[src/rtl/rr_mux8.sv]
// rr_mux8: N-channel, W-bit streaming multiplexer with a registered output.
// Mode 0 forwards the channel picked by s; mode 1 arbitrates round-robin
// across all valid channels, starting after the last granted channel.
//
// Ports:
//   clk      - rising-edge clock
//   rst_n    - asynchronous active-low reset
//   mode     - 0: fixed select from s, 1: round-robin
//   s        - channel select (mode 0 only); s >= N grants nothing
//   d        - packed channel data, channel k at d[k*W +: W]
//   d_valid  - per-channel valid
//   d_ready  - per-channel ready, one-hot or zero
//   o        - registered output word
//   o_valid  - output register holds a word
//   o_ready  - downstream accepts the word
//   o_ch     - source channel index of o
module rr_mux8 #(
  parameter int N  = 8,
  parameter int W  = 8,
  parameter int SW = $clog2(N)
) (
  input  logic            clk,
  input  logic            rst_n,
  input  logic            mode,
  input  logic [SW-1:0]   s,
  input  logic [N*W-1:0]  d,
  input  logic [N-1:0]    d_valid,
  output logic [N-1:0]    d_ready,
  output logic [W-1:0]    o,
  output logic            o_valid,
  input  logic            o_ready,
  output logic [SW-1:0]   o_ch
);

  localparam int unsigned NU = N;

  logic [W-1:0]  o_q, o_d;
  logic [SW-1:0] ch_q, ch_d;
  logic [SW-1:0] ptr_q, ptr_d;
  logic          vld_q, vld_d;

  logic          load;
  logic          gnt_vld;
  logic [SW-1:0] gnt;
  logic [SW-1:0] idx;
  logic [W-1:0]  gnt_data;

  assign load = !vld_q || o_ready;

  // Grant selection. In round-robin mode the scan runs ptr+1 .. ptr+N
  // (modulo N); the first valid channel found wins, so ptr itself is
  // considered last.
  always_comb begin
    gnt_vld = 1'b0;
    gnt     = '0;
    idx     = '0;
    if (mode) begin
      for (int unsigned i = 1; i <= NU; i++) begin
        idx = SW'((32'(ptr_q) + i) % NU);
        if (!gnt_vld && d_valid[idx]) begin
          gnt_vld = 1'b1;
          gnt     = idx;
        end
      end
    end else begin
      // Comparing against every legal index keeps s >= N from ever granting.
      for (int unsigned k = 0; k < NU; k++) begin
        if (s == SW'(k) && d_valid[k]) begin
          gnt_vld = 1'b1;
          gnt     = SW'(k);
        end
      end
    end
  end

  always_comb begin
    gnt_data = '0;
    for (int unsigned k = 0; k < NU; k++) begin
      if (gnt == SW'(k)) gnt_data = d[k*W +: W];
    end
  end

  // Ready never depends on itself: only on valid, select, mode, ptr and
  // the output-side handshake. Held low while reset is asserted.
  always_comb begin
    d_ready = '0;
    for (int unsigned k = 0; k < NU; k++) begin
      d_ready[k] = rst_n && gnt_vld && load && (gnt == SW'(k));
    end
  end

  always_comb begin
    o_d   = o_q;
    ch_d  = ch_q;
    ptr_d = ptr_q;
    vld_d = vld_q;
    if (load) begin
      if (gnt_vld) begin
        o_d   = gnt_data;
        ch_d  = gnt;
        ptr_d = gnt;
        vld_d = 1'b1;
      end else begin
        vld_d = 1'b0;
      end
    end
  end

  always_ff @(posedge clk or negedge rst_n) begin
    if (!rst_n) begin
      o_q   <= '0;
      ch_q  <= '0;
      ptr_q <= SW'(NU - 1);
      vld_q <= 1'b0;
    end else begin
      o_q   <= o_d;
      ch_q  <= ch_d;
      ptr_q <= ptr_d;
      vld_q <= vld_d;
    end
  end

  assign o       = o_q;
  assign o_ch    = ch_q;
  assign o_valid = vld_q;

endmodule

[config.mk]
export PLATFORM = sky130hd
export DESIGN_NAME = rr_mux8
export DESIGN_NICKNAME = d
export VERILOG_FILES = /design/src/rtl/rr_mux8.sv
export SDC_FILE = /design/constraint.sdc
export NUM_CORES = 1
export LEC_CHECK = 0
export ABC_AREA = 1
export BUFFER_PORTS_ARGS = -buffer_cell sky130_fd_sc_hd__buf_2
export CAP_MARGIN = 40
export CELL_PAD_IN_SITES_DETAIL_PLACEMENT = 1
export CELL_PAD_IN_SITES_GLOBAL_PLACEMENT = 1
export CORE_MARGIN = 2
export CORE_UTILIZATION = 31
export CTS_BUF_LIST = sky130_fd_sc_hd__clkbuf_16
export DETAILED_ROUTE_END_ITERATION = 6
export HOLD_SLACK_MARGIN = 0.02
export PLACE_DENSITY_LB_ADDON = 0.08
export SETUP_SLACK_MARGIN = 0.3
export SLEW_MARGIN = 5
export SYNTH_ARGS = -nofsm -noshare
export SYNTH_HDL_FRONTEND = slang
export SYNTH_SLANG_ARGS = --single-unit
[constraint.sdc]
create_clock -name clk -period 4.1 [get_ports clk]
set_input_delay 0.205 -clock clk [delete_from_list [all_inputs] [get_ports clk]]
set_output_delay 0.205 -clock clk [all_outputs]
set_load 0.01 [all_outputs]
==> impl_metrics.csv <==
group,metric,value,unit
run_status,status,"completed",
routing,routed_wirelength,8.952,mm
timing,holdWs,0.2173,ns
grt,use_met2,37.53,%
worst_setup_path,cp_max_fo,15,
synthesis,synth.net_count,452,
floorplanning,die_h,88.40,um
synthesis,yosysUniqueCellTypes,34,
timing,max_slew_margin,38.89,%
clock_network,cts_sinks,15,
floorplanning,initial_utilization,32.33,%
floorplanning,rows,30,
floorplanning,die_area,7815,um2
power,power.density,972.8,nW/um2
clock_network,clk_pin_slew,0.05,ns
power,leakagePower,1.632,nW
worst_setup_path,rrSetupSlack,0.65,ns
timing,fin_ws,0.5419,ns
worst_setup_path,ff2ff_path_depth,21,
synthesis,synth.cell_area,2208,um2
timing,tightest_slew,0.9070,ns
timing,hold_viol_final,0,
routing,drt_iter0_drc,150,
routing,vias,2909,
worst_setup_path,worstPathRequired,3.89,ns
layout,fillers,986,
worst_setup_path,end_kind,"primary output",
power,vdd_drop_max,274.8,uV
placement,post-place-ws,0.2042,ns
worst_setup_path,worstPathArrival,3.35,ns
timing,rsz0062_at_grt,"false",
grt,grt_pass1_vias,2817,
timing,setup_viol,0,
layout,antenna_cells,0,
synthesis,synth-async-reset-ratio,100.0,%
grt,met3_usage,1.959,%
clock_network,htree_levels,1,
clock_network,cts_tree,"yes",
layout,drive_gt1_share,32.98,%
grt,grt_max_degree,30,
clock_network,insertion_delay,0.25,ns
min_path,hold_depth,4,
grt,track_usage,23.13,%
routing,post_drt_wl_per_cell,15.73,um
layout,final_cell_area,2958,um2
synthesis,postSynthCellCount,371,
layout,layout.nets,555,
floorplanning,pin_count,99,
routing,ant_nets,0,
layout,syn_to_final_growth,33.94,%
placement,io_buffers,98,
grt,met1_usage,33.52,%
synthesis,ys_seq_area_share,17.17,%
grt,globalRoute.busiestLayer,"met2",
clock_network,clk_path_buf_depth,2,
worst_setup_path,start_kind,"register",
floorplanning,core,6832,um2
worst_setup_path,critical_path_class,"reg2out",
layout,register_area,379.1,um2
clock_network,root_buffer,"clkbuf_16",
floorplanning,die_w,88.40,um
timing,period_minus_slack,3.558,ns
timing,fin_tns_setup,0,ns
grt,grt_antenna_before_repair,0,
layout,fin_util,43.30,%
routing,drc,0,
synthesis,synth_edf_count,0,
timing,fmax,281.1,MHz
synthesis,synth.avg_cell_area,5.952,um2
layout,layout.cells.most_common,"nand2_1",
timing,slew_violations,0,
placement,gp_routability_congestion,0.9345,
layout,final_cell_mix,"nand2_1, buf_2, nand3_1",
synthesis,synth_top_flop_cell,"dfrtp_1",
placement,place.detailed.hpwl,7.245,mm
layout,multi_input_comb_area,1585,um2
grt,grt_overflow,0,
placement,placed_area,2741,um2
clock_network,cts_buffers,3,
synthesis,synth-seq-cells,15,
flow_run,cap_violations,0,
timing,skew,0.002100,ns
routing,via_per_inst,5.112,
timing,layout_worst_path_cycle_share,86.78,%
synthesis,ys_warn_count,0,
grt,grt_pass1_wl,14.17,mm
routing,dr.pass1.iters,5,
min_path,hp-class,"in2reg",
==> Yosys cell counts (2+ instances only) <==
cell      instances  area, um2
nand4_1          27      168.9
buf_2             5      25.02
o21bai_1          2      15.01
nor2_2            4      25.02
nor2_1           35      131.4
nand2_4           3      33.78
xnor2_1           2      17.52
a31oi_1           9      56.30
buf_6             6      67.56
ha_1              2      25.02
o21ai_1           9      45.04
nand2_2           8      50.05
nor2_4            3      33.78
nor3_1            2      10.01
inv_2             4      15.01
o21ai_0           6      30.03
dfstp_2           3      78.83
inv_1            43      161.4
nand3_1          53      265.3
nand2_1         109      409.1
clkbuf_1          2      7.510
nand3_2           8      80.08
dfrtp_1          12      300.3
nor4_1            4      25.02
==> registers in the layout, summed over array words and instances (netlist names) <==
name / cells
o_valid: 1
o: 8
ptr_q: 3
o_ch: 3
==> power by group <==
group | internal (mW) | total [mW] | switching [mW]
sequential | 0.229 | 0.289 | 0.0598
combinational | 0.786 | 2.39 | 1.61
clock | 0.132 | 0.196 | 0.0644
total | 1.15 | 2.88 | 1.73
==> routing by layer <==
layer / vias up / part of all wire (%)
li1: 1437 / -
met1: 1355 / 46
met3: 12 / 5.0
met5: - / 0
met2: 105 / 47
met4: 0 / 1.5
==> worst max-delay path, cell delays in order, from the launching register on <==
cell     delay [ns]
dfstp_2        0.58
inv_4          0.10
ha_4           0.34
nand3_1        0.15
nand3_2        0.14
nand2_2        0.10
nor2_4         0.16
nand4_4        0.11
nor2_4         0.20
buf_4          0.14
nand4_1        0.06
nand2_1        0.12
inv_1          0.06
nand2_2        0.11
nand2_8        0.11
nand2_2        0.17
nor2_8         0.06
inv_2          0.15
nor2_1         0.08
buf_2          0.15
==> worst paths after layout <==
kind | start | end
max | ptr_q[0] | d_ready[7]
min | o_ready | o_valid
max reg2reg | ptr_q[0] | o[6]
min reg2reg | o[1] | o[1]
max in group asynchronous | rst_n | o[3]
min in group asynchronous | rst_n | ptr_q[2]
==> layout make-up <==
cell class / instances / area share (%)
multi-input combinational: 296 / 53.60
timing repair buffer: 111 / 20.60
sequential: 15 / 12.82
inverter: 47 / 6.134
tap: 96 / 4.061
clock buffer: 3 / 2.538
clock inverter: 1 / 0.2538
==> timing repair <==
item                                    4_1_cts  5_1_grt
gates cloned                                  0        1
setup buffers                                 0        7
pin swaps                                     0        3
hold buffers                                  2        0
endpoints found under the hold margin        12        0
gates resized for setup                       4        7
endpoints found under the setup margin       16       16
==> per-stage QoR <==
stage	std cells	total power, mW
floorplan	371	1.982
global placement	555	2.444
detailed placement	555	2.490
global route	569	3.180
CTS	561	2.717
finish	569	2.877
==> kinds of logic after synthesis <==
kind of cell | Yosys count | synth area share, %
XOR/XNOR | 3 | 1.190
AND/OR/NAND/NOR | 260 | 58.47
flip-flops | 15 | 17.17
buffers and inverters | 61 | 12.86
AO/OA/AOI/OAI | 30 | 9.178
adder cells (fa/ha/maj) | 2 | 1.133
No activity file was read; power rests on OpenSTA's default activity.
